[config.mk]
export PLATFORM = sky130hd
export DESIGN_NAME = cpu_execute_mc
export DESIGN_NICKNAME = d
export VERILOG_FILES = /design/src/rtl/cpu_execute_mc.sv
export SDC_FILE = /design/constraint.sdc
export NUM_CORES = 1
export LEC_CHECK = 0
export CORE_MARGIN = 2
export CORE_UTILIZATION = 54
export CTS_CLUSTER_SIZE = 30
export DETAILED_ROUTE_END_ITERATION = 7
export GPL_TIMING_DRIVEN = 0
export MAX_ROUTING_LAYER = met4
export PLACE_DENSITY = 0.95
export SETUP_SLACK_MARGIN = 0.3
export SYNTH_ARGS = -nofsm -noshare
export SYNTH_HDL_FRONTEND = slang
export SYNTH_SLANG_ARGS = --single-unit
export TNS_END_PERCENT = 10
[constraint.sdc]
create_clock -name clk -period 1.1 [get_ports clk]
set_input_delay 0.165 -clock clk [delete_from_list [all_inputs] [get_ports clk]]
set_output_delay 0.165 -clock clk [all_outputs]
set_load 0.01 [all_outputs]
[src/rtl/cpu_execute_mc.sv]
// cpu_execute_mc: registered execute stage with a valid/ready handshake,
// operand forwarding, N/Z flags, logical shifts and memory-request outputs.
// Optional feature macro: CPU_EXEC_MUL_EN builds the WIDTH-cycle shift-add
// multiplier; without it opcode 0111 completes in one cycle with o_G = 0.
module cpu_execute_mc #(
  parameter int WIDTH = 16
) (
  input  logic             clk,
  input  logic             reset,
  input  logic             i_valid,
  output logic             o_ready,
  input  logic [WIDTH-1:0] i_pc,
  input  logic [15:0]      i_ir,
  input  logic [WIDTH-1:0] i_A,
  input  logic [WIDTH-1:0] i_B,
  input  logic [WIDTH-1:0] i_forward_data,
  input  logic [1:0]       i_forward_ctrl,
  output logic             o_valid,
  output logic [WIDTH-1:0] o_pc,
  output logic [15:0]      o_ir,
  output logic [WIDTH-1:0] o_G,
  output logic             o_N,
  output logic             o_Z,
  output logic [WIDTH-1:0] o_mem_data,
  output logic [WIDTH-1:0] o_mem_addr,
  output logic             o_mem_wr,
  output logic             o_mem_rd
);
  localparam int H  = WIDTH / 2;
  localparam int SH = $clog2(WIDTH);

  localparam logic [3:0] OP_ADD  = 4'b0001;
  localparam logic [3:0] OP_SUB  = 4'b0010;
  localparam logic [3:0] OP_CMP  = 4'b0011;
  localparam logic [3:0] OP_LD   = 4'b0100;
  localparam logic [3:0] OP_ST   = 4'b0101;
  localparam logic [3:0] OP_MVHI = 4'b0110;
  localparam logic [3:0] OP_MUL  = 4'b0111;
  localparam logic [3:0] OP_SHL  = 4'b1101;
  localparam logic [3:0] OP_SHR  = 4'b1110;

  logic [3:0]       op_s;
  logic [WIDTH-1:0] a_eff_s, b_eff_s, alu_res_s;
  logic             accept_s, mul_start_s, flag_op_s;

  logic             valid_q, valid_d, mem_wr_q, mem_wr_d, mem_rd_q, mem_rd_d;
  logic             n_q, n_d, z_q, z_d;
  logic [WIDTH-1:0] pc_q, pc_d, g_q, g_d, mem_data_q, mem_data_d, mem_addr_q, mem_addr_d;
  logic [15:0]      ir_q, ir_d;

  // Forwarding overrides the register-file operands only on the accept cycle.
  assign op_s      = i_ir[3:0];
  assign a_eff_s   = i_forward_ctrl[1] ? i_forward_data : i_A;
  assign b_eff_s   = i_forward_ctrl[0] ? i_forward_data : i_B;
  assign flag_op_s = (op_s == OP_ADD) || (op_s == OP_SUB) || (op_s == OP_CMP);
  assign accept_s  = i_valid && o_ready;

`ifdef CPU_EXEC_MUL_EN
  typedef enum logic {S_IDLE = 1'b0, S_MUL = 1'b1} state_t;
  localparam logic [SH-1:0] LAST_COUNT = SH'(WIDTH - 1);

  state_t           state_q, state_d;
  logic [WIDTH-1:0] mcand_q, mcand_d, mplier_q, mplier_d, acc_q, acc_d, acc_step_s;
  logic [SH-1:0]    count_q, count_d;

  assign o_ready     = (state_q == S_IDLE);
  assign mul_start_s = accept_s && (op_s == OP_MUL);
  assign acc_step_s  = acc_q + (mplier_q[0] ? mcand_q : '0);
`else
  assign o_ready     = 1'b1;
  assign mul_start_s = 1'b0;
`endif

  // Single-cycle result for every opcode; mul slot yields zero when bypassed.
  always_comb begin
    alu_res_s = a_eff_s + b_eff_s;
    case (op_s)
      OP_SUB, OP_CMP: alu_res_s = a_eff_s - b_eff_s;
      OP_MVHI:        alu_res_s = {b_eff_s[H-1:0], a_eff_s[H-1:0]};
      OP_MUL:         alu_res_s = '0;
      OP_SHL:         alu_res_s = a_eff_s << b_eff_s[SH-1:0];
      OP_SHR:         alu_res_s = a_eff_s >> b_eff_s[SH-1:0];
      default:        alu_res_s = a_eff_s + b_eff_s;
    endcase
  end

  // Next-state for outputs and the multiply sequencer; outputs hold unless written.
  always_comb begin
    valid_d    = 1'b0;
    mem_wr_d   = 1'b0;
    mem_rd_d   = 1'b0;
    pc_d       = pc_q;
    ir_d       = ir_q;
    g_d        = g_q;
    n_d        = n_q;
    z_d        = z_q;
    mem_data_d = mem_data_q;
    mem_addr_d = mem_addr_q;
`ifdef CPU_EXEC_MUL_EN
    state_d    = state_q;
    mcand_d    = mcand_q;
    mplier_d   = mplier_q;
    acc_d      = acc_q;
    count_d    = count_q;
`endif
    if (accept_s) begin
      pc_d       = i_pc;
      ir_d       = i_ir;
      mem_data_d = a_eff_s;
      mem_addr_d = b_eff_s;
      if (mul_start_s) begin
`ifdef CPU_EXEC_MUL_EN
        state_d  = S_MUL;
        mcand_d  = a_eff_s;
        mplier_d = b_eff_s;
        acc_d    = '0;
        count_d  = '0;
`endif
      end else begin
        valid_d  = 1'b1;
        g_d      = alu_res_s;
        mem_wr_d = (op_s == OP_ST);
        mem_rd_d = (op_s == OP_LD);
        if (flag_op_s) begin
          n_d = alu_res_s[WIDTH-1];
          z_d = (alu_res_s == '0);
        end else begin
          n_d = n_q;
        end
      end
    end else begin
`ifdef CPU_EXEC_MUL_EN
      case (state_q)
        S_MUL: begin
          acc_d    = acc_step_s;
          mcand_d  = mcand_q << 1;
          mplier_d = mplier_q >> 1;
          count_d  = count_q + SH'(1);
          if (count_q == LAST_COUNT) begin
            g_d     = acc_step_s;
            n_d     = acc_step_s[WIDTH-1];
            z_d     = (acc_step_s == '0);
            valid_d = 1'b1;
            state_d = S_IDLE;
          end else begin
            state_d = S_MUL;
          end
        end
        default: state_d = S_IDLE;
      endcase
`endif
    end
  end

  // Output registers; reset clears everything and drops any pending result.
  always_ff @(posedge clk or negedge reset) begin
    if (!reset) begin
      valid_q    <= 1'b0;
      mem_wr_q   <= 1'b0;
      mem_rd_q   <= 1'b0;
      pc_q       <= '0;
      ir_q       <= 16'h0000;
      g_q        <= '0;
      n_q        <= 1'b0;
      z_q        <= 1'b0;
      mem_data_q <= '0;
      mem_addr_q <= '0;
    end else begin
      valid_q    <= valid_d;
      mem_wr_q   <= mem_wr_d;
      mem_rd_q   <= mem_rd_d;
      pc_q       <= pc_d;
      ir_q       <= ir_d;
      g_q        <= g_d;
      n_q        <= n_d;
      z_q        <= z_d;
      mem_data_q <= mem_data_d;
      mem_addr_q <= mem_addr_d;
    end
  end

`ifdef CPU_EXEC_MUL_EN
  // Multiply sequencer state; reset abandons any multiply in flight.
  always_ff @(posedge clk or negedge reset) begin
    if (!reset) begin
      state_q  <= S_IDLE;
      mcand_q  <= '0;
      mplier_q <= '0;
      acc_q    <= '0;
      count_q  <= '0;
    end else begin
      state_q  <= state_d;
      mcand_q  <= mcand_d;
      mplier_q <= mplier_d;
      acc_q    <= acc_d;
      count_q  <= count_d;
    end
  end
`endif

  assign o_valid    = valid_q;
  assign o_mem_wr   = mem_wr_q;
  assign o_mem_rd   = mem_rd_q;
  assign o_pc       = pc_q;
  assign o_ir       = ir_q;
  assign o_G        = g_q;
  assign o_N        = n_q;
  assign o_Z        = z_q;
  assign o_mem_data = mem_data_q;
  assign o_mem_addr = mem_addr_q;

endmodule

==> results of run 1 <==
cells in the mapped netlist (all sizes together), types with 9 or more instances:
| library cell | number | area (sq um) |
|---|---|---|
| nor2 | 86 | 325 |
| dfrtp | 85 | 2130 |
| ha | 17 | 213 |
| o22ai | 11 | 68.8 |
| a21oi | 58 | 290 |
| clkbuf | 29 | 109 |
| buf | 19 | 141 |
| mux2 | 46 | 526 |
| xnor2 | 17 | 149 |
| a31oi | 14 | 87.6 |
| inv | 24 | 90.1 |
| nand2 | 40 | 150 |
| mux2i | 72 | 863 |
| o21ai | 28 | 140 |
| nand3 | 9 | 45.0 |
layer usage:
layer  GRT usage [%]  overflow
met5               -         -
met3            56.1         2
met2            94.6        69
met4            75.4        45
met1            78.4         6
timing repair:
action                                  CTS
endpoints found under the setup margin  169
hold endpoints to repair                 29
gates resized for setup                 606
pin swaps                                60
buffers inserted                         68
hold buffers                              1
stage by stage:
step | setup WS [ns] | hold slack, ns | instance area [sq um]
floorplan | -2.21 | -0.131 | 6690
global placement | -3.90 | 0.489 | 8540
detailed placement | -3.92 | 0.0299 | 8560
CTS | -2.44 | 0.0292 | 10000
cell families after synthesis:
family | after synthesis | synth area share, %
fa+ha+maj | 18 | 3.56
other cells | 1 | 0.0573
compound gates | 192 | 19.9
flops | 85 | 32.5
simple gates | 189 | 13.7
mux | 120 | 21.9
buf+inv | 72 | 5.20
xor+xnor | 23 | 3.08
==> run_results.csv, run 1 <==
group,metric,value,unit
timing,crit_endpoint,"o_Z$_DFFE_PN0P_/D",
floorplanning,fp-row-count,40,
timing,endpoint_type,"register data pin",
placed_design,numPortBuffers,166,
synth,syn_inst,700,
status,stop_stage,"5_1_grt",
synth,ys.flop_type,"dfrtp_1",
synth,ys_seq_elements,85,
status,error,"[ERROR GRT-0232] Routing congestion too high. Check the congestion heatmap in the GUI.",
synth,avgSynthCellArea,9.34,sq um
floorplanning,start_util,54.9,%
status,status,"stopped before the end",
synth,async_reset_ff_share,100,%
floorplanning,ios,171,
placed_design,gp_congestion,1.07,
floorplanning,die_w,114,um
global_routing,grt-ovfl-total,122,
global_routing,grt_start_max_net_pins,74,
clock_network,cts-root-buf,"clkbuf_16",
synth,netlist_area,6540,sq um
synth,ys_warn_count,0,
synth,synth_fp_nets,803,
placed_design,place_hpwl,19.8,mm
synth,ys_seq_area_share,32.5,%
placed_design,dp.cells,1014,
synth,synth_edf_count,0,
floorplanning,die_h,114,um
clock_network,h-tree-depth,3,
global_routing,grt_usage,77.8,%
clock_network,cts_num_sinks,85,
clock_network,clockBufferDepth,2,
synth,synth.distinct_cells,74,
clock_network,cts_buffers,9,
==> run 2: changes to the inputs <==
- CORE_UTILIZATION: 54 -> 40
- CTS_CLUSTER_SIZE: 30 -> unset
- MAX_ROUTING_LAYER: met4 -> unset
- PLACE_DENSITY: 0.95 -> unset
- PLACE_DENSITY_LB_ADDON: unset -> 0.15
- SETUP_SLACK_MARGIN: 0.3 -> unset
==> run 2 against run 1 <==
  * The flow now finishes, with violations (negative setup slack)
  * Synthesized area is the same
  * Synthesized cell count is the same
==> run_results.csv, run 2 <==
group,metric,value,unit
status,status,"finished, violations left",
status,violations,"negative setup slack",
setup_path,cp_max_fo,5,
finish,nFillCells,1322,
drt,wl_per_cell,24.9,um
finish,final_core_util,62.8,%
drt,drtIter0Drc,696,
clock_network,worstSkewPairLatency,0.35,ns
clock_network,cts_tree,"done",
global_routing,grt_start_max_net_pins,60,
timing,worstMarginPinSlew,1.28,ns
finish,diodes,0,
clock_network,h-tree-depth,3,
setup_path,arrival,3.77,ns
finish,area_growth,53.1,%
synth,synth-compound-area-share,19.9,%
hold_path,min_to,"o_valid",
synth,synth_top_area_cell,"dfrtp_1",
finish,mostFrequentLayoutCells,"buf_2 (94), dfrtp_1 (85), nor2_1 (81)",
floorplanning,start_util,41.0,%
floorplanning,fp-row-count,46,
synth,syn_inst,700,
pwr,p_int,8.37,mW
pwr,comb_power_share,48.2,%
setup_path,startpoint_type,"input port",
setup_path,crit_chain,"buf_12, buf_12, buf_12, mux2i_4, and3_4, buf_4, nand3_2, o21ai_1, xnor2_1, ha_2, a21o_1, a31oi_4, o32ai_2, a31oi_1, o221ai_2, a311oi_2, nand3_1, or4_4, o22ai_2",
setup_path,crit_top_cell,"buf_12",
drt,via_count,7089,
hold_path,worstHoldPathType,"in2reg",
setup_path,reg2regPathDepth,1,
setup_path,cp_top_family,"compound AO/OA/AOI/OAI gates",
floorplanning,die_w,132,um
pwr,cellPowerDensity,1330,nW/um^2
synth,ys.flop_type,"dfrtp_1",
synth,synth.distinct_cells,74,
placed_design,place_hpwl,21.2,mm
synth,synth_edf_count,0,
clock_network,cts.reportedPaths.clkPinSlew,0.06,ns
synth,ys_seq_elements,85,
floorplanning,ios,171,
synth,ys_top_cells_by_count,"dfrtp_1 (85), nor2_1 (85), a21oi_1 (58)",
clock_network,clockBufferDepth,2,
synth,synth_top_family_by_area,"multiplexers",
clock_network,cts-root-buf,"clkbuf_16",
synth,synth_top_cells_by_area,"dfrtp_1 (33%), mux2i_1 (8.4%), mux2_2 (7.6%), nor2_1 (4.9%), a21oi_1 (4.4%)",
drt,wirelength,29.3,mm
global_routing,antenna_found_initial,0,
global_routing,grt_usage,33.5,%
drt,first_pass_iters,6,
synth,synth-simple-area-share,13.7,%
synth,async_reset_ff_share,100,%
flow_run,drv_cap,0,
setup_path,critPathLaunch,"i_forward_ctrl[0]",
hold_path,min_path_cells,1,
setup_path,worst_path_max_delay_cell,"or4_4",
pwr,ir_drop,0.000907,V
synth,synth_fp_nets,803,
timing,finalClockSkew,0,ns
global_routing,first_global_vias,7408,
drt,drcViolationCount,0,
drt,antenna_left,0,
synth,synth_top_area_share,32.5,%
timing,rsz0062_at_grt,"true",
timing,setup_slack,-2.40,ns
clock_network,cts_num_sinks,85,
pwr,power.share.switching,37.2,%
floorplanning,core_area,15900,sq um
timing,finalSetupViolCount,19,
finish,postLayoutCellArea,10000,sq um
pwr,p_switching,4.95,mW
finish,final_nets,1059,
timing,period_share,319,%
synth,synthXorXnorAreaFrac,3.08,%
placed_design,numPortBuffers,166,
hold_path,hp-start,"i_valid",
synth,synthAdderAreaFrac,3.56,%
pwr,seqPwrFrac,28.4,%
floorplanning,dieArea,17400,sq um
clock_network,cts_buffers,9,
setup_path,end_kind,"register",
synth,muxShareOfSynthArea,21.9,%
finish,drive_above_1_share,41.5,%
synth,ys_warn_count,0,
setup_path,cp_slowest_stage_delay,0.43,ns
drt,vias_per_cell,6.02,
timing,max_freq,285,MHz
synth,netlist_area,6540,sq um
pwr,total_leakage_power,4.21,nW
placed_design,postPlaceCellArea,8650,sq um
setup_path,required,1.36,ns
synth,avgSynthCellArea,9.34,sq um
placed_design,pre_cts_ws,-4.05,ns
pwr,p_clk_share,23.4,%
setup_path,crit_type,"in2reg",
global_routing,grt-ovfl-total,0,
floorplanning,die_h,132,um
finish,layout_commonest_cell,"buf_2",
global_routing,grt_pass1_wl,44.4,mm
placed_design,gp_congestion,0.976,
timing,slew_headroom,13.5,%
timing,hold_viol,0,
setup_path,worst-path-buf-inv,4,
synth,ys_seq_area_share,32.5,%
timing,slew_viol_final,0,
timing,finalCriticalPeriod,3.50,ns
setup_path,regToRegSetupSlack,0.33,ns
setup_path,timing.rr.end,"o_ir[3]",
setup_path,worstReg2RegStart,"o_ir[3]",
run 2: cell counts after synthesis:
No cell type changed its count.
run 2: cell type report:
type                            count  area (sq um)  share of cell area (%)
Timing Repair Buffer              246          1870                    18.7
Clock buffer                       10           229                    2.29
Clock inverter                      6          71.3                   0.712
Buffer                             47           551                    5.50
Multi-Input combinational cell    543          4800                    48.0
Tap cell                          216           270                    2.70
Inverter                           24          92.6                   0.925
Sequential cell                    85          2130                    21.2
run 2: per-layer routing:
metal / vias up / global-route usage [%] / part of all wire, %
met2: 408 / 55.8 / 47
met5: - / 0 / 0
met3: 96 / 5.81 / 7.3
li1: 3106 / - / -
met1: 3479 / 42.0 / 40
met4: 0 / 16.8 / 5.5
run 2: cells by family after synthesis:
group | count (synthesis)
compound gates | 192
simple gates | 189
mux | 120
flops | 85
buf+inv | 72
xor+xnor | 23
fa+ha+maj | 18
other cells | 1
run 2: timing repair:
item                       4_1_cts  5_1_grt
gates resized for setup        573       17
hold buffers                     1        0
setup buffers                   75        4
setup endpoints to repair      167       23
hold endpoints to repair        26        0
pin swaps                       45       19
cloned                           0        0
run 2: power groups by stage:
| stage | combinational, mW | clock (mW) | sequential, mW |
|---|---|---|---|
| CTS | 6.14 | 3.16 | 3.79 |
| global route | 6.71 | 3.27 | 3.84 |
| global placement | 5.11 | 0 | 3.84 |
| floorplan | 2.62 | 0 | 4.05 |
| finish | 6.41 | 3.12 | 3.79 |
| detailed placement | 5.15 | 0 | 3.86 |
run 2: worst max path at each step:
stage	to	cells past startpoint	slack [ns]
2_1_floorplan	o_Z	15	-2.21
3_3_place_gp	o_Z	16	-4.06
3_5_place_dp	o_Z	16	-4.05
4_1_cts	o_Z	18	-2.25
5_1_grt	o_Z	18	-2.52
6_report	o_Z	19	-2.40
run 2: metrics by stage:
stage	power [mW]	hold slack (ns)	setup TNS [ns]	cells
floorplan	6.67	-0.131	-33.47	700
global placement	8.94	0.489	-374.88	1082
detailed placement	9.01	0.110	-123.73	1083
CTS	13.1	0.102	-29.14	1173
global route	13.8	0.102	-32.18	1177
finish	13.3	0.108	-30.98	1177
Note: power is estimated with default switching activity, not from simulation.
==> run 3: changes to the inputs <==
- SETUP_SLACK_MARGIN: unset -> 0.2
==> run 3 against run 2 <==
  * The flow finishes with violations (negative hold slack, negative setup slack)
  * Via count increased by 2.0%
  * Hold slack got worse by 0.38 ns
  * Wire length increased by 3.7%
  * Largest power group unchanged
==> run_results.csv, run 3 (synthesis gave the netlist of run 2 again) <==
group,metric,value,unit
status,status,"finished, violations left",
status,violations,"negative hold slack, negative setup slack",
floorplanning,fp-row-count,46,
global_routing,grt_usage,33.6,%
drt,highest_layer,"met4",
setup_path,worstReg2RegStart,"o_N",
pwr,total_leakage_power,4.48,nW
global_routing,first_global_vias,7418,
clock_network,cts_num_sinks,85,
clock_network,worstSkewPairLatency,0.35,ns
placed_design,numPortBuffers,166,
finish,nFillCells,1193,
timing,period_share,315,%
finish,postLayoutCellArea,10700,sq um
setup_path,end_kind,"register",
timing,max_freq,288,MHz
setup_path,crit_type,"in2reg",
placed_design,postPlaceCellArea,8650,sq um
global_routing,grt-ovfl-total,0,
timing,timing.hold.ws,-0.270,ns
placed_design,place_hpwl,21.2,mm
pwr,cellPowerDensity,1320,nW/um^2
timing,worstMarginPinSlew,1.31,ns
flow_run,drv_cap,0,
pwr,p_switching,5.23,mW
drt,via_count,7232,
setup_path,cp_max_fo,4,
pwr,p_int,8.88,mW
hold_path,worstHoldPathType,"in2async",
timing,finalCriticalPeriod,3.47,ns
placed_design,gp_congestion,0.976,
floorplanning,die_h,132,um
drt,met1_length,11.7,mm
finish,area_growth,63.7,%
pwr,p_clk_share,22.1,%
clock_network,cts-root-buf,"clkbuf_16",
timing,rsz0062_at_grt,"true",
drt,drcViolationCount,0,
global_routing,grt_start_max_net_pins,60,
finish,final_nets,1071,
drt,wl_per_cell,25.5,um
floorplanning,die_w,132,um
setup_path,startpoint_type,"input port",
drt,first_pass_iters,5,
finish,layout_commonest_cell,"dfrtp_1",
setup_path,timing.rr.end,"o_N",
clock_network,cts.reportedPaths.clkPinSlew,0.06,ns
setup_path,regToRegSetupSlack,0.30,ns
timing,hold_viol,26,
finish,mostFrequentLayoutCells,"dfrtp_1 (85), buf_4 (70), nor2_1 (66)",
timing,setup_slack,-2.37,ns
pwr,comb_power_share,50.6,%
pwr,seqPwrFrac,27.3,%
global_routing,antenna_found_initial,1,
setup_path,crit_end,"o_Z",
drt,met2_length,14.4,mm
pwr,ir_drop,0.00109,V
timing,finalClockSkew,0,ns
setup_path,reg2regPathDepth,1,
timing,finalSetupViolCount,19,
pwr,power.share.switching,37.1,%
finish,multi_input_area,5050,sq um
drt,antenna_left,0,
floorplanning,ios,171,
clock_network,h-tree-depth,3,
drt,drtIter0Drc,709,
drt,wirelength,30.4,mm
floorplanning,start_util,41.0,%
floorplanning,dieArea,17400,sq um
pwr,total_power,14.1,mW
drt,route.met3.wl,2.33,mm
setup_path,critPathLaunch,"i_B[9]",
clock_network,clockBufferDepth,2,
global_routing,grt_pass1_wl,44.5,mm
clock_network,cts_buffers,9,
setup_path,required,1.36,ns
floorplanning,core_area,15900,sq um
clock_network,cts_tree,"done",
timing,slew_viol_final,0,
drt,vias_per_cell,6.08,
finish,drive_above_1_share,46.7,%
setup_path,arrival,3.73,ns
finish,ff_latch_area,2130,sq um
timing,slew_headroom,11.5,%
## run 3: critical path, cell delays in order
cell,delay [ns]
clkdlybuf4s50_1,0.48
nor4_4,0.41
o22ai_2,0.17
nor2b_1,0.26
nand2_1,0.11
o21ai_1,0.20
xnor2_1,0.12
ha_1,0.35
o32a_1,0.22
o31ai_1,0.10
a211oi_2,0.30
o311ai_4,0.17
or4_1,0.55
o22ai_1,0.13
## run 3: area by class of cell
type / instances / share of cell area, %
sequential: 85 / 19.9
timing repair buffer: 257 / 20.8
clock buffer: 10 / 2.14
antenna: 1 / 0.0234
inverter: 24 / 0.865
multi-input combinational: 543 / 47.2
buffer: 48 / 5.97
tap: 216 / 2.52
clock inverter: 6 / 0.666
## run 3: power groups by stage
stage | Clock (mW) | Sequential (mW) | Combinational (mW)
2_1_floorplan | 0 | 4.05 | 2.62
3_5_place_dp | 0 | 3.86 | 5.15
5_1_grt | 3.28 | 3.90 | 7.43
4_1_cts | 3.16 | 3.81 | 6.29
6_report | 3.12 | 3.85 | 7.13
3_3_place_gp | 0 | 3.84 | 5.11
## run 3: how the worst min path moves through the flow
stage	end	start	slack (ns)
2_1_floorplan	o_G[0]	reset	-0.13
3_3_place_gp	o_pc[3]	o_pc[3]	0.49
3_5_place_dp	o_pc[0]	reset	0.11
4_1_cts	o_pc[0]	reset	-0.26
5_1_grt	o_pc[0]	reset	-0.25
6_report	o_pc[0]	reset	-0.27
## run 3: layer usage
metal	track usage, %	vias up
li1	-	3141
met1	40.9	3560
met2	55.7	415
met3	7.30	116
met4	17.5	0
met5	0	-
## run 3: through the flow
stage               TNS (ns)  cells  util, %  hold WS, ns  worst slack [ns]
detailed placement   -123.73   1083     54.3        0.110             -4.05
global route          -32.37   1189     67.1       -0.249             -2.48
finish                -31.23   1190     67.1       -0.270             -2.37
global placement     -374.88   1082     54.1        0.489             -4.06
CTS                   -29.58   1171     62.8       -0.260             -2.25
floorplan             -33.47    700        -       -0.131             -2.21
## run 3: what timing repair did
action,CTS,global route
setup endpoints to repair,169,133
setup buffers,72,18
pin swaps,43,43
hold endpoints to repair,26,26
resized for setup,602,127
==> run 4: changes to the inputs <==
- ABC_AREA: unset -> 1
- clock period: 1.1 -> 3.6 ns (I/O delays scaled with it)
==> run 4 against run 3 <==
  * The flow now finishes without violations
  * Largest cell class unchanged
  * Clock power decreased by 66%
  * Register-to-register slack improved by 2.6 ns
  * Wire length decreased by 12%
  * Via count increased by 4.2%
  * Final area decreased by 13%
  * Synthesized cell count increased by 38%
==> run_results.csv, run 4 <==
group,metric,value,unit
status,status,"finished, final reports clean",
pwr,comb_power_share,42.6,%
placed_design,place_hpwl,20.3,mm
synth,ys_warn_count,0,
finish,drive_above_1_share,15.7,%
timing,worstMarginPinSlew,0.815,ns
setup_path,worstReg2RegStart,"o_G[7]",
synth,ys.flop_type,"dfrtp_1",
clock_network,holdBufCountCts,0,
placed_design,gp_congestion,1.01,
floorplanning,dieArea,16800,sq um
synth,synth_top_area_cell,"dfrtp_1",
synth,yosysMostFrequentCell,"nand2_1",
clock_network,clockBufferDepth,2,
clock_network,cts-root-buf,"clkbuf_16",
setup_path,end_kind,"register",
floorplanning,die_w,129,um
drt,antenna_left,0,
drt,wirelength,26.8,mm
drt,wl_per_cell,19.1,um
finish,area_growth,47.6,%
drt,via_count,7534,
setup_path,crit_type,"in2reg",
setup_path,required,3.89,ns
timing,rsz0062_at_grt,"true",
drt,drtIter0Drc,806,
timing,timing.hold.ws,0.0912,ns
finish,diodes,0,
flow_run,drv_cap,0,
drt,first_pass_iters,5,
synth,netlist_area,6300,sq um
timing,hold_viol,0,
floorplanning,core_area,15300,sq um
synth,synthAdderAreaFrac,3.70,%
clock_network,worstSkewPairLatency,0.35,ns
timing,period_share,93.6,%
synth,avgSynthCellArea,6.50,sq um
floorplanning,fp-row-count,45,
finish,mostFrequentLayoutCells,"nand2_1 (383), clkdlybuf4s50_1 (156), nand3_1 (106)",
setup_path,arrival,3.66,ns
drt,vias_per_cell,5.37,
synth,synth-simple-area-share,41.7,%
clock_network,cts.reportedPaths.clkPinSlew,0.07,ns
finish,final_core_util,60.7,%
synth,syn_inst,969,
timing,fin_tns_setup,0,ns
pwr,p_switching,1.42,mW
global_routing,antenna_found_initial,0,
clock_network,cts_num_sinks,85,
floorplanning,ios,171,
synth,async_reset_ff_share,100,%
finish,nFillCells,1481,
pwr,total_leakage_power,4.50,nW
finish,postLayoutCellArea,9290,sq um
finish,layout_commonest_cell,"nand2_1",
pwr,cellPowerDensity,411,nW/um^2
timing,finalSetupViolCount,0,
global_routing,grt_start_max_net_pins,64,
synth,synthXorXnorAreaFrac,2.23,%
pwr,ir_drop,0.000240,V
setup_path,startpoint_type,"input port",
timing,slew_headroom,45.5,%
synth,synth-compound-area-share,10.7,%
synth,synth_top_family_by_area,"simple AND/OR/NAND/NOR gates",
synth,synth_edf_count,0,
timing,max_freq,297,MHz
clock_network,h-tree-depth,3,
synth,synth_top_area_share,33.8,%
drt,drcViolationCount,0,
finish,final_nets,1291,
synth,synth_fp_nets,1072,
synth,ys_seq_area_share,33.8,%
timing,finalClockSkew,0,ns
floorplanning,start_util,41.1,%
synth,synth.distinct_cells,39,
floorplanning,die_h,129,um
placed_design,numPortBuffers,168,
global_routing,grt-ovfl-total,0,
global_routing,first_global_vias,7005,
global_routing,grt_usage,31.7,%
clock_network,cts_tree,"done",
hold_path,worstHoldPathType,"in2async",
setup_path,reg2regPathDepth,2,
global_routing,grt_pass1_wl,39.7,mm
synth,muxShareOfSynthArea,0.159,%
placed_design,postPlaceCellArea,8270,sq um
synth,synth_top_cells_by_area,"dfrtp_1 (34%), nand2_1 (24%), nand3_1 (9.3%), nor2_1 (4.2%), o21ai_0 (3.6%)",
setup_path,regToRegSetupSlack,2.88,ns
pwr,power.share.switching,37.3,%
synth,ys_top_cells_by_count,"nand2_1 (399), nand3_1 (117), dfrtp_1 (85)",
setup_path,cp_max_fo,6,
pwr,seqPwrFrac,29.8,%
synth,ys_seq_elements,85,
clock_network,cts_buffers,9,
timing,finalCriticalPeriod,3.37,ns
timing,slew_viol_final,0,
setup_path,timing.rr.end,"o_G[7]",
pwr,p_clk_share,27.6,%
pwr,p_int,2.39,mW
==> run 4: routing by layer <==
layer  vias up  part of all wire, %  wire [um]  global-route usage (%)
met5         -                    0          0                       0
met4         0                  4.8       1280                    16.3
met3        78                   10       2680                    7.23
met2       365                   43      11700                    48.7
met1      3488                   42      11200                    41.8
li1       3603                    -          -                       -
==> run 4: through the flow <==
stage / setup slack, ns / total power [mW] / cells
detailed placement: -1.11 / 2.55 / 1349
CTS: 0.201 / 3.72 / 1386
floorplan: 0.221 / 1.88 / 969
global route: 0.0329 / 4.00 / 1404
finish: 0.229 / 3.82 / 1404
global placement: -1.23 / 2.54 / 1348
==> run 4: repair_timing <==
item,CTS,global route
gates resized for setup,74,58
pin swaps,27,39
setup buffers,21,18
endpoints found under the setup margin,13,10
==> run 4: kinds of logic after synthesis <==
family	Yosys count
AO/OA/AOI/OAI	116
XOR/XNOR	16
adder cells (fa/ha/maj)	18
buffers and inverters	103
flip-flops	85
multiplexers	1
other	1
AND/OR/NAND/NOR	629
==> run 4: final cells by class <==
cell class / count / area [sq um] / share of cell area, %
Clock buffer: 9 / 225 / 2.42
Clock inverter: 7 / 106 / 1.14
Inverter: 61 / 239 / 2.57
Buffer: 42 / 269 / 2.89
Timing Repair Buffer: 208 / 2000 / 21.6
Sequential cell: 85 / 2130 / 22.9
Tap cell: 211 / 264 / 2.84
Multi-Input combinational cell: 781 / 4060 / 43.7
==> run 4: worst max path at each step <==
stage          depth (start not counted)      end              start  slack, ns
2_1_floorplan                         25      o_Z  i_forward_ctrl[0]       0.22
3_5_place_dp                          25      o_Z  i_forward_ctrl[0]      -1.11
6_report                              23      o_Z  i_forward_ctrl[0]       0.23
5_1_grt                               27      o_Z  i_forward_ctrl[0]       0.03
4_1_cts                               20      o_Z             i_B[3]       0.20
3_3_place_gp                           1  o_G[12]              reset      -1.23
==> run 4: worst max-delay path: stages <==
cell,delay [ns]
buf_6,0.11
buf_6,0.12
buf_6,0.14
nand2_2,0.08
nand2_4,0.08
buf_8,0.13
nor3_4,0.20
nand3_2,0.14
nor2_4,0.11
nand4_1,0.18
o21ai_2,0.19
xnor2_1,0.08
ha_2,0.39
buf_6,0.11
inv_1,0.04
nor3_2,0.16
a21oi_2,0.08
xor2_1,0.14
nand2_1,0.14
nand3_2,0.15
nor2_1,0.15
nand3_1,0.11
nand2_1,0.07
==> run 4: power groups by stage <==
stage          combinational, mW  sequential [mW]  clock, mW
3_3_place_gp                1.39             1.15          0
4_1_cts                     1.52             1.14       1.06
5_1_grt                     1.75             1.15       1.10
6_report                    1.63             1.14       1.05
3_5_place_dp                1.39             1.16          0
2_1_floorplan              0.674             1.21          0
